==> config.mk <==
export PLATFORM = sky130hd
export DESIGN_NAME = dsp_mult_scheduler_flat
export DESIGN_NICKNAME = d
export VERILOG_FILES = /design/src/rtl/dsp_mult_scheduler_if.sv /design/src/rtl/dsp_mult_scheduler.sv /design/src/flat_wrapper.sv
export SDC_FILE = /design/constraint.sdc
export NUM_CORES = 1
export LEC_CHECK = 0
export ABC_AREA = 1
export CORE_AREA = 4 4 150 152
export DETAILED_ROUTE_END_ITERATION = 6
export DIE_AREA = 0 0 154 156
export PLACE_DENSITY = 0.75
export SLEW_MARGIN = 30
export SYNTH_ARGS = -nofsm -noshare
export SYNTH_HDL_FRONTEND = slang
export SYNTH_SLANG_ARGS = --single-unit
==> constraint.sdc <==
create_clock -name clk -period 5.3 [get_ports clk]
set_clock_uncertainty 0.05 [all_clocks]
set_input_delay 0.53 -clock clk [delete_from_list [all_inputs] [get_ports clk]]
set_output_delay 0.53 -clock clk [all_outputs]
set_load 0.02 [all_outputs]
==> src/rtl/dsp_mult_scheduler_if.sv <==
// Requester/result handshake bundle for dsp_mult_scheduler.
// Requesters A and B present operations here. The scheduler returns results here.
// Modport slave is the scheduler side. Modport master is the requester/consumer side.
interface dsp_mult_scheduler_if;
  logic        a_valid;
  logic        a_ready;
  logic [1:0]  a_mode;
  logic [36:0] a_in1;
  logic [36:0] a_in2;

  logic        b_valid;
  logic        b_ready;
  logic [1:0]  b_mode;
  logic [36:0] b_in1;
  logic [36:0] b_in2;

  logic        res_valid;
  logic        res_ready;
  logic [73:0] res_data;
  logic        res_id;

  modport slave (
    input  a_valid, a_mode, a_in1, a_in2,
    input  b_valid, b_mode, b_in1, b_in2,
    input  res_ready,
    output a_ready, b_ready,
    output res_valid, res_data, res_id
  );

  modport master (
    output a_valid, a_mode, a_in1, a_in2,
    output b_valid, b_mode, b_in1, b_in2,
    output res_ready,
    input  a_ready, b_ready,
    input  res_valid, res_data, res_id
  );
endinterface

==> src/rtl/dsp_mult_scheduler.sv <==
// dsp_mult_scheduler: shares one combinational multiplier between two requesters.
// The scheduler arbitrates round-robin and holds the operands for MULT_LAT cycles.
// When the multiplier mode changes, it first drives the new mode with zero operands
// for MODE_SWITCH_GAP cycles. The captured product is returned with the requester ID.
// Optional macro DSP_SCHED_STATS_EN adds saturating op/stall counters.
module dsp_mult_scheduler #(
  parameter int MULT_LAT        = 1,
  parameter int MODE_SWITCH_GAP = 1
) (
  input  logic                clk,
  input  logic                rst_n,
  dsp_mult_scheduler_if.slave bus,
  output logic [1:0]          mult_mode,
  output logic [36:0]         mult_in1,
  output logic [36:0]         mult_in2,
  input  logic [73:0]         mult_out,
  output logic                busy
`ifdef DSP_SCHED_STATS_EN
  ,
  output logic [15:0]         stat_a_ops,
  output logic [15:0]         stat_b_ops,
  output logic [15:0]         stat_stall
`endif
);

  typedef enum logic [1:0] {
    ST_IDLE = 2'd0,
    ST_GAP  = 2'd1,
    ST_EXEC = 2'd2,
    ST_RESP = 2'd3
  } state_t;

  // Counters hold "cycles remaining minus one".
  localparam logic [3:0] LAT_LOAD = 4'(MULT_LAT - 1);
  localparam logic [3:0] GAP_LOAD = (MODE_SWITCH_GAP > 0) ? 4'(MODE_SWITCH_GAP - 1) : 4'd0;
  localparam bit         GAP_EN   = (MODE_SWITCH_GAP > 0);

  // Mode 11 is an alias of 10 (4x 9x9). Only the canonical code reaches the multiplier.
  function automatic logic [1:0] canon_mode(input logic [1:0] m);
    return (m == 2'b11) ? 2'b10 : m;
  endfunction

  state_t      state_q,     state_d;
  logic [3:0]  cnt_q,       cnt_d;
  logic [1:0]  op_mode_q,   op_mode_d;
  logic [36:0] op_in1_q,    op_in1_d;
  logic [36:0] op_in2_q,    op_in2_d;
  logic        op_id_q,     op_id_d;
  logic        rr_last_q,   rr_last_d;
  logic [1:0]  last_mode_q, last_mode_d;
  logic [73:0] res_data_q,  res_data_d;
  logic        res_id_q,    res_id_d;

  logic        grant_a;
  logic        grant_b;
  logic        a_ready;
  logic        b_ready;
  logic [1:0]  sel_mode;
  logic [36:0] sel_in1;
  logic [36:0] sel_in2;

  // Round-robin pick: a lone requester wins, otherwise the one not served last.
  always_comb begin
    grant_a  = bus.a_valid && (!bus.b_valid || rr_last_q);
    grant_b  = bus.b_valid && (!bus.a_valid || !rr_last_q);
    sel_mode = grant_b ? canon_mode(bus.b_mode) : canon_mode(bus.a_mode);
    sel_in1  = grant_b ? bus.b_in1 : bus.a_in1;
    sel_in2  = grant_b ? bus.b_in2 : bus.a_in2;
  end

  // Scheduler FSM next-state and register updates.
  always_comb begin
    state_d     = state_q;
    cnt_d       = cnt_q;
    op_mode_d   = op_mode_q;
    op_in1_d    = op_in1_q;
    op_in2_d    = op_in2_q;
    op_id_d     = op_id_q;
    rr_last_d   = rr_last_q;
    last_mode_d = last_mode_q;
    res_data_d  = res_data_q;
    res_id_d    = res_id_q;
    a_ready     = 1'b0;
    b_ready     = 1'b0;

    case (state_q)
      ST_IDLE: begin
        a_ready = grant_a;
        b_ready = grant_b;
        if (grant_a || grant_b) begin
          op_mode_d = sel_mode;
          op_in1_d  = sel_in1;
          op_in2_d  = sel_in2;
          op_id_d   = grant_b;
          rr_last_d = grant_b;
          if (GAP_EN && (sel_mode != last_mode_q)) begin
            state_d = ST_GAP;
            cnt_d   = GAP_LOAD;
          end else begin
            state_d = ST_EXEC;
            cnt_d   = LAT_LOAD;
          end
        end
      end

      ST_GAP: begin
        if (cnt_q == 4'd0) begin
          state_d = ST_EXEC;
          cnt_d   = LAT_LOAD;
        end else begin
          cnt_d = cnt_q - 4'd1;
        end
      end

      ST_EXEC: begin
        if (cnt_q == 4'd0) begin
          res_data_d  = mult_out;
          res_id_d    = op_id_q;
          last_mode_d = op_mode_q;
          state_d     = ST_RESP;
        end else begin
          cnt_d = cnt_q - 4'd1;
        end
      end

      ST_RESP: begin
        if (bus.res_ready) begin
          state_d = ST_IDLE;
        end
      end

      default: begin
        state_d = ST_IDLE;
      end
    endcase
  end

  // State and operand registers. An async reset aborts any operation in flight.
  always_ff @(posedge clk or negedge rst_n) begin
    if (!rst_n) begin
      state_q     <= ST_IDLE;
      cnt_q       <= 4'd0;
      op_mode_q   <= 2'b00;
      op_in1_q    <= '0;
      op_in2_q    <= '0;
      op_id_q     <= 1'b0;
      rr_last_q   <= 1'b1;
      last_mode_q <= 2'b00;
      res_data_q  <= '0;
      res_id_q    <= 1'b0;
    end else begin
      state_q     <= state_d;
      cnt_q       <= cnt_d;
      op_mode_q   <= op_mode_d;
      op_in1_q    <= op_in1_d;
      op_in2_q    <= op_in2_d;
      op_id_q     <= op_id_d;
      rr_last_q   <= rr_last_d;
      last_mode_q <= last_mode_d;
      res_data_q  <= res_data_d;
      res_id_q    <= res_id_d;
    end
  end

  // Multiplier drive. The mode leads during GAP so the datapath can settle.
  // Otherwise the mode rests on the last executed mode, and operands are zero outside EXEC.
  always_comb begin
    mult_mode = ((state_q == ST_GAP) || (state_q == ST_EXEC)) ? op_mode_q : last_mode_q;
    mult_in1  = (state_q == ST_EXEC) ? op_in1_q : '0;
    mult_in2  = (state_q == ST_EXEC) ? op_in2_q : '0;
  end

  assign bus.a_ready   = a_ready;
  assign bus.b_ready   = b_ready;
  assign bus.res_valid = (state_q == ST_RESP);
  assign bus.res_data  = res_data_q;
  assign bus.res_id    = res_id_q;
  assign busy          = (state_q != ST_IDLE);

`ifdef DSP_SCHED_STATS_EN
  function automatic logic [15:0] sat_inc(input logic [15:0] v);
    return (v == 16'hFFFF) ? v : v + 16'd1;
  endfunction

  logic [15:0] stat_a_q, stat_a_d;
  logic [15:0] stat_b_q, stat_b_d;
  logic [15:0] stat_s_q, stat_s_d;
  logic        res_hs;
  logic        stall;

  // Count completed results per requester and cycles a requester waits.
  always_comb begin
    stat_a_d = stat_a_q;
    stat_b_d = stat_b_q;
    stat_s_d = stat_s_q;
    res_hs   = (state_q == ST_RESP) && bus.res_ready;
    stall    = (bus.a_valid && !a_ready) || (bus.b_valid && !b_ready);
    if (res_hs && !res_id_q) stat_a_d = sat_inc(stat_a_q);
    if (res_hs &&  res_id_q) stat_b_d = sat_inc(stat_b_q);
    if (stall)               stat_s_d = sat_inc(stat_s_q);
  end

  // Statistics registers.
  always_ff @(posedge clk or negedge rst_n) begin
    if (!rst_n) begin
      stat_a_q <= 16'd0;
      stat_b_q <= 16'd0;
      stat_s_q <= 16'd0;
    end else begin
      stat_a_q <= stat_a_d;
      stat_b_q <= stat_b_d;
      stat_s_q <= stat_s_d;
    end
  end

  assign stat_a_ops = stat_a_q;
  assign stat_b_ops = stat_b_q;
  assign stat_stall = stat_s_q;
`endif

endmodule

==> src/flat_wrapper.sv <==
// flat-port wrapper written by rule: the top's interface ports become plain ports
module dsp_mult_scheduler_flat 
#(
  parameter int MULT_LAT        = 1,
  parameter int MODE_SWITCH_GAP = 1
)
  (clk, rst_n, mult_mode, mult_in1, mult_in2, mult_out, busy, bus_a_valid, bus_a_mode, bus_a_in1, bus_a_in2, bus_b_valid, bus_b_mode, bus_b_in1, bus_b_in2, bus_res_ready, bus_a_ready, bus_b_ready, bus_res_valid, bus_res_data, bus_res_id);
  dsp_mult_scheduler_if bus_i ();
  input  logic clk;
  input  logic rst_n;
  output logic [1:0] mult_mode;
  output logic [36:0] mult_in1;
  output logic [36:0] mult_in2;
  input  logic [73:0] mult_out;
  output logic busy;
  input wire logic [$bits(bus_i.a_valid)-1:0] bus_a_valid;
  input wire logic [$bits(bus_i.a_mode)-1:0] bus_a_mode;
  input wire logic [$bits(bus_i.a_in1)-1:0] bus_a_in1;
  input wire logic [$bits(bus_i.a_in2)-1:0] bus_a_in2;
  input wire logic [$bits(bus_i.b_valid)-1:0] bus_b_valid;
  input wire logic [$bits(bus_i.b_mode)-1:0] bus_b_mode;
  input wire logic [$bits(bus_i.b_in1)-1:0] bus_b_in1;
  input wire logic [$bits(bus_i.b_in2)-1:0] bus_b_in2;
  input wire logic [$bits(bus_i.res_ready)-1:0] bus_res_ready;
  output wire logic [$bits(bus_i.a_ready)-1:0] bus_a_ready;
  output wire logic [$bits(bus_i.b_ready)-1:0] bus_b_ready;
  output wire logic [$bits(bus_i.res_valid)-1:0] bus_res_valid;
  output wire logic [$bits(bus_i.res_data)-1:0] bus_res_data;
  output wire logic [$bits(bus_i.res_id)-1:0] bus_res_id;
  assign bus_i.a_valid = bus_a_valid;
  assign bus_i.a_mode = bus_a_mode;
  assign bus_i.a_in1 = bus_a_in1;
  assign bus_i.a_in2 = bus_a_in2;
  assign bus_i.b_valid = bus_b_valid;
  assign bus_i.b_mode = bus_b_mode;
  assign bus_i.b_in1 = bus_b_in1;
  assign bus_i.b_in2 = bus_b_in2;
  assign bus_i.res_ready = bus_res_ready;
  assign bus_a_ready = bus_i.a_ready;
  assign bus_b_ready = bus_i.b_ready;
  assign bus_res_valid = bus_i.res_valid;
  assign bus_res_data = bus_i.res_data;
  assign bus_res_id = bus_i.res_id;
  dsp_mult_scheduler #(.MULT_LAT(MULT_LAT), .MODE_SWITCH_GAP(MODE_SWITCH_GAP)) u_core (.clk(clk), .rst_n(rst_n), .bus(bus_i), .mult_mode(mult_mode), .mult_in1(mult_in1), .mult_in2(mult_in2), .mult_out(mult_out), .busy(busy));
endmodule
# Word level (Yosys, flattened, before mapping)
# Index checks and enable logic that the tools add are counted.
dict set report word_totals {
  ff_bits 161
  output_inout_bits 155
}
dict set report classes {
  muxes 20
  eq_ne 11
  addsub 1
  n_reduce_logical 17
}
# cell n
set ops {}
lappend ops {{37-bit 2-to-1 mux} 4}
lappend ops {{2-bit 2-to-1 mux} 9}
lappend ops {{4-bit 2-to-1 mux} 3}
lappend ops {{4-bit one-hot mux with 3 select lines} 1}
lappend ops {{2-bit equality test, second input constant} 4}
lappend ops {{2-bit one-hot mux with 4 select lines} 1}
lappend ops {{2-bit by 1-bit != test with 1-bit output, second input constant} 3}
lappend ops {{4-bit logical NOT} 1}
lappend ops {{1-bit logical OR} 4}
lappend ops {{2-bit != test, second input constant} 2}
lappend ops {{2-bit AND reduction} 2}
lappend ops {{4-bit AND reduction} 1}
lappend ops {{4-bit by 1-bit subtractor with 4-bit output, second input constant} 1}
lappend ops {{1-bit logical NOT} 3}
lappend ops {{3-bit AND reduction} 1}
lappend ops {{3-bit nonzero test} 1}
lappend ops {{2-bit by 1-bit equality test with 1-bit output, second input constant} 1}
lappend ops {{1-bit logical AND} 2}
lappend ops {{2-bit logical NOT} 1}
lappend ops {{1-bit 2-to-1 mux} 2}
lappend ops {{2-bit != test} 1}
lappend ops {{2-bit nonzero test} 1}

# Logic depth before layout (Yosys ltp)
# Gate-level depths: netlist of the first run.
dict set report depth {
  ltp_word 8
  ltp_mapped 11
  ltp_nobuf 11
}

# Worst setup path before layout of the first run
# Ideal clock, no wire load.
dict set report synth_path {
  path_type {register -> output}
  start {register u_core.state_q[0]}
  end {output mult_in1[0]}
  t_arrival_ns 1.597
  slack_ns 3.123
  required_time_ns 4.720
  stages_incl_launch_ff 8
  cell_sequence {dfrtp_1 inv_1 ha_1 clkbuf_1 clkbuf_1 buf_1 nand2_1 inv_1}
}
dict set report synth_between {
  elab_chain_cells 2
}
# element line_no
set synth_rtl {}
lappend synth_rtl {{start, declared} dsp_mult_scheduler.sv:43} ;# state_t state_q, state_d;
lappend synth_rtl {{start signal, assigned} dsp_mult_scheduler.sv:152} ;# state_q <= state_d;
lappend synth_rtl {{2-bit equality test} dsp_mult_scheduler.sv:169} ;# mult_in1 = (state_q == ST_EXEC) ? op_in1_q : '0;
lappend synth_rtl {{37-bit 2-to-1 mux} dsp_mult_scheduler.sv:169}
lappend synth_rtl {{end, declared} flat_wrapper.sv:12} ;# output logic [36:0] mult_in1;
# Every way passes these cells.

# Worst setup path in the final report of the first run
dict set report layout_path {
  start {register u_core.state_q[0]}
  end {output mult_in2[1]}
}
dict set report layout_between {
  elab_chain_cells 2
}
# element line_no
set layout_rtl {}
lappend layout_rtl {{2-bit equality test} dsp_mult_scheduler.sv:170} ;# mult_in2 = (state_q == ST_EXEC) ? op_in2_q : '0;
lappend layout_rtl {{37-bit 2-to-1 mux} dsp_mult_scheduler.sv:170}
lappend layout_rtl {{end, declared} flat_wrapper.sv:13} ;# output logic [36:0] mult_in2;
# Every way passes these cells.

==> results of run 1 <==
## power by group through the flow
stage / Combinational, µW / Clock, µW / Sequential, µW
finish: 4050 / 1170 / 2190
global route: 4460 / 1260 / 2270
CTS: 4120 / 1210 / 2190
detailed placement: 4110 / 0 / 2210
global placement: 4030 / 0 / 2190
floorplan: 1980 / 0 / 2490
## placed cells by master (no fill, tap or decap), drive strengths merged, types with 4 or more instances in the layout
master	n
clkdlybuf4s50	384
a21oi	5
nor2	84
inv	102
dfrtp	160
clkbuf	18
nand2	479
ha	8
clkinv	4
o21ai	7
buf	10
a31oi	76
nand3	9
## metrics by stage
step	cell area [µm²]	utilization (%)	total power, µW	hold slack, ns	std cells
detailed placement	11500	54.71	6318	0.4140	1597
CTS	12060	57.37	7520	0.08027	1629
finish	12060	57.39	7413	0.07067	1629
floorplan	7501	-	4473	0.1844	985
global route	12060	57.39	7985	0.1037	1629
global placement	11500	54.71	6218	0.4111	1597
## cell families after synthesis
family                   after synthesis  share of synthesized area, %
adder cells (fa/ha/maj)                8                         1.334
XOR/XNOR                               1                        0.1168
AND/OR/NAND/NOR                      574                         29.07
buffers and inverters                151                         8.357
AO/OA/AOI/OAI                         90                         7.389
flip-flops                           161                         53.73
## routing by layer
layer  vias up  routed length (µm)  share of wire (%)  global-route usage (%)
met4         0                 763                3.1                   7.864
li1       3733                   -                  -                       -
met5         -                   0                  0                       0
met1      3422                9751                 39                   23.12
met3        48                2144                8.6                   6.214
met2       315               12330                 49                   35.09
## cell type report
class | count | share of cell area, %
Clock inverter | 14 | 0.9956
Timing Repair Buffer | 394 | 32.55
Tap cell | 275 | 2.852
Clock buffer | 18 | 3.640
Multi-Input combinational cell | 673 | 23.64
Sequential cell | 161 | 33.41
Inverter | 94 | 2.925
## registers in the layout, summed over array words and instances, names as in the netlist
| signal | count |
|---|---|
| u_core.op_in1_q | 37 |
| u_core.last_mode_q | 2 |
| u_core.state_q | 2 |
| u_core.bus.res_data | 74 |
| u_core.bus.res_id | 1 |
| u_core.op_id_q | 1 |
| u_core.cnt_q | 4 |
| u_core.op_in2_q | 37 |
| u_core.op_mode_q | 2 |
| u_core.rr_last_q | 1 |
## path summary, 6_finish.rpt
| check | end | slack (ns) | depth (start not counted) |
|---|---|---|---|
| worst max-delay path | mult_in2[1] | 1.58 | 6 |
| worst min-delay path | u_core.bus.res_data[10] | 0.07 | 1 |
| worst max register to register | u_core.bus.res_data[45] | 2.46 | 7 |
| worst min register to register | u_core.bus.res_data[24] | 0.43 | 2 |
| max in group asynchronous | u_core.op_in2_q[5] | 4.00 | 2 |
| min in group clk | u_core.bus.res_data[24] | 0.43 | 2 |
==> flow_metrics.tcl, run 1 <==
set metrics [dict create \
    path_buf_inv 4 \
    grt_max_degree 77 \
    grt_pass1_wl_um 38770 \
    ios 386 \
    synth-edff-count 0 \
    tightest_slew_ns 0.9308 \
    pre_cts_slack_ns 1.976 \
    p_int_uw 4220 \
    slew_headroom_pct 37.86 \
    routed_wl_um 24990 \
    die_w_um 154 \
    post-synth-top-count-cell "nand2_1" \
    cts_made_buffers 17 \
    num-nets-final 1580 \
    ir_drop_mv 0.2578 \
    drive_above_1_share_pct 3.840 \
    setup_slack_ns 1.581 \
    hold_path.class "in2async" \
    wl_per_cell_um 15.34 \
    grt_usage_pct 20.09 \
    ys_types 22 \
    crit_family "buffers and inverters" \
    grt_overflow_total 0 \
    initial_core_util_pct 35.68 \
    syn_nets 1224 \
    fin_crit_ns 3.719 \
    end_kind "output port" \
    cts_tree "done" \
    hpwl_um 18930 \
    first_global_vias 7409 \
    hold_buffers 0 \
    portBuffers 385 \
    outcome "completed" \
    postCtsSetupRepairBufs 0 \
    slew_violations 0 \
    place.gp.congestion 0.8342 \
    switching_share_pct 43.06 \
    core_area_um2 21020 \
    syn_inst 985 \
    reg2reg_from "u_core.state_q[0]" \
    post-route-period-util_pct 70.17 \
    cpMostUsedCell "inv_1" \
    fin_setup_tns_ns 0 \
    rows 53 \
    p_per_area_nw_per_um2 614.4 \
    multiInputGateArea_um2 2851 \
    yosys.area.top_type "dfrtp_1" \
    synth.area.top_cells "dfrtp_1 (53%), nand2_1 (24%), a31oi_1 (6.3%)" \
    dr_total_vias 7518 \
    clock_latency_ns 0.42 \
    dieHeight_um 156 \
    cp_cell_sequence "inv_1, ha_2, buf_4, nand2_1, inv_1, clkdlybuf4s50_1" \
    ys_seq_elements 161 \
    drc 0 \
    root_buffer "clkbuf_16" \
    synthesis.area_um2 7501 \
    antenna_found_initial 0 \
    cts_resized 0 \
    nFillCells 1895 \
    start_kind "flip-flop" \
    cp-startpoint "u_core.state_q[0]" \
    synth_ff_type "dfrtp_1" \
    critical_path_arrival_ns 3.14 \
    setup_viol 0 \
    first_iter_violations 423 \
    yosys_warnings 0 \
    cp_max_fo 48 \
    via_per_inst 4.615 \
    switching_power_uw 3192 \
    critPathMaxStageDelay_ns 0.64 \
    syn_area_per_cell_um2 7.615 \
    clkSlewWorstSetupHoldPaths_ns 0.07 \
    ys_top_cells_by_count "nand2_1 (476), dfrtp_1 (160), inv_1 (91), nor2_1 (83), a31oi_1 (76)" \
    p_comb_share_pct 54.7 \
    postRouteAntennaNets 0 \
    clockBufferDepth 2 \
    critPathKind "reg2out" \
    ys_async_sr_fraction_pct 100.0 \
    crit_slowest_cell "clkdlybuf4s50_1" \
    synth_seq_area_share_pct 53.73 \
    p_leak_uw 0.005936 \
    hold_viol 0 \
    antenna_cells 0 \
    required_ns 4.72 \
    htree_num_levels 4 \
    fmax_mhz 268.9 \
    rsz0062_at_grt "no" \
    cts_sinks 161 \
    power_frac_seq_pct 29.5 \
    drt-pass1-iter-count 5 \
    die-area_um2 24020 \
    clockPowerShare_pct 15.8 \
    seqCellArea_um2 4030 \
    max-cap-violations 0 \
    synth_top_area_share_pct 53.38 \
    syn_to_final_growth_pct 60.83 \
]
No activity file was read; power rests on OpenSTA's default activity.
==> run 2: changes to the inputs <==
Settings changed: CORE_AREA 4 4 150 152 to 4 4 147 149, DIE_AREA 0 0 154 156 to 0 0 151 153, PLACE_DENSITY 0.75 to 0.77.
Clock period 5.3 ns to 3.7 ns, I/O delays scaled along.
==> flow_metrics.tcl, run 2 (synthesis gave the netlist of run 1 again) <==
set metrics [dict create \
    dieHeight_um 153 \
    whs_ns 0.4246 \
    pre_cts_slack_ns 0.9797 \
    critPathKind "reg2out" \
    critical_path_arrival_ns 2.73 \
    rsz0062_at_grt "no" \
    syn_to_final_growth_pct 62.04 \
    routed_wl_um 24280 \
    num-nets-final 1582 \
    hold_buffers 1 \
    hpwl_um 18070 \
    rows 52 \
    clockBufferDepth 2 \
    p_per_area_nw_per_um2 883.3 \
    cts_resized 0 \
    outcome "completed" \
    cp_cell_sequence "inv_1, ha_2, buf_4, nand2_1, inv_1, clkdlybuf4s50_1" \
    setup_slack_ns 0.5467 \
    fin_setup_tns_ns 0 \
    grt_usage_pct 20.45 \
    dr_total_vias 7463 \
    final_common_cell "nand2_1" \
    clock_latency_ns 0.42 \
    cpMostUsedCell "inv_1" \
    place.gp.congestion 0.8347 \
    hold_path.class "in2reg" \
    placedCellCount 1593 \
    die-area_um2 23100 \
    post-route-period-util_pct 85.23 \
    drc 0 \
    fmax_mhz 317.1 \
    max-cap-violations 0 \
    tightest_slew_ns 0.8190 \
    core_area_um2 20170 \
    hold_viol 0 \
    cts_sinks 161 \
    antenna_found_initial 0 \
    end_kind "output port" \
    largest_reg_flops 74 \
    setup_viol 0 \
    grt_overflow_total 0 \
    slew_headroom_pct 45.40 \
    stdcell_count 1626 \
    via_per_inst 4.590 \
    grt_pass1_wl_um 37420 \
    grt_max_degree 153 \
    portBuffers 385 \
    drt-pass1-iter-count 5 \
    p_leak_uw 0.005969 \
    ir_drop_mv 0.3868 \
    required_ns 3.28 \
    htree_num_levels 4 \
    crit_slowest_cell "clkdlybuf4s50_1" \
    postCtsSetupRepairBufs 0 \
    initial_core_util_pct 37.19 \
    slew_violations 0 \
    final_util_pct 60.26 \
    cp_max_fo 74 \
    die_w_um 151 \
    first_global_vias 7362 \
    cts_tree "done" \
    start_kind "flip-flop" \
    mostFrequentLayoutCells "nand2_1 (476), clkdlybuf4s50_1 (384), dfrtp_1 (160)" \
    clkSlewWorstSetupHoldPaths_ns 0.07 \
    first_iter_violations 317 \
    root_buffer "clkbuf_16" \
    postRouteAntennaNets 0 \
    fin_crit_ns 3.153 \
    wl_per_cell_um 14.93 \
    rrSetupSlack_ns 1.35 \
    cts_made_buffers 17 \
    drive_above_1_share_pct 3.909 \
    antenna_cells 0 \
    critPathMaxStageDelay_ns 0.61 \
    ios 386 \
]
==> run 2: cell types whose count changed in the layout (fill, tap and decap cells not counted), sizes merged <==
| cell | change |
|---|---|
| dlygate4sd3 | +1 |
| buf | +1 |
| clkinvlp | +1 |
| bufinv | +1 |
| clkinv | -2 |
==> run 2: cell type report <==
| cell class | instances | area (µm²) |
|---|---|---|
| Clock buffer | 18 | 439.2 |
| Fill cell | 1778 | 8015 |
| Tap cell | 270 | 337.8 |
| Timing Repair Buffer | 396 | 3978 |
| Clock inverter | 14 | 165.2 |
| Sequential cell | 161 | 4030 |
| Multi-Input combinational cell | 673 | 2851 |
| Inverter | 94 | 352.8 |
==> run 2: routing by layer <==
layer / vias up / global-route usage [%] / routed length, µm
li1: 3735 / - / -
met1: 3368 / 21.60 / 8823
met2: 317 / 36.07 / 11970
met3: 43 / 8.706 / 2764
met4: 0 / 7.297 / 727
met5: - / 0 / 0
==> run 2: final timing paths <==
kind,startpoint,to,cells past startpoint
worst max-delay path,u_core.state_q[0],mult_in1[8],6
worst min-delay path,mult_out[66],u_core.bus.res_data[66],3
worst max register to register,u_core.state_q[0],u_core.cnt_q[2],10
worst min register to register,u_core.op_id_q,u_core.op_id_q,2
max in group asynchronous,rst_n,u_core.rr_last_q,3
min in group asynchronous,rst_n,u_core.bus.res_data[60],2
==> run 2: worst max-delay path: cells and delay by family (launching register included) <==
kind                     cells  cell delay [ns]
adder cells (fa/ha/maj)      1             0.22
buffers and inverters        4             1.42
AND/OR/NAND/NOR              1             0.14
flip-flops                   1             0.43
==> run 2: metrics by stage <==
stage	cell area [µm²]	power (µW)
global placement	11540	8923
global route	12150	11540
finish	12150	10740
detailed placement	11540	9049
CTS	12150	10880
floorplan	7501	6408
==> run 2: report_power, final <==
| group | total, µW | internal [µW] | switching [µW] |
|---|---|---|---|
| clock network | 1790 | 983 | 810 |
| registers | 3170 | 2660 | 515 |
| logic | 5770 | 2500 | 3270 |
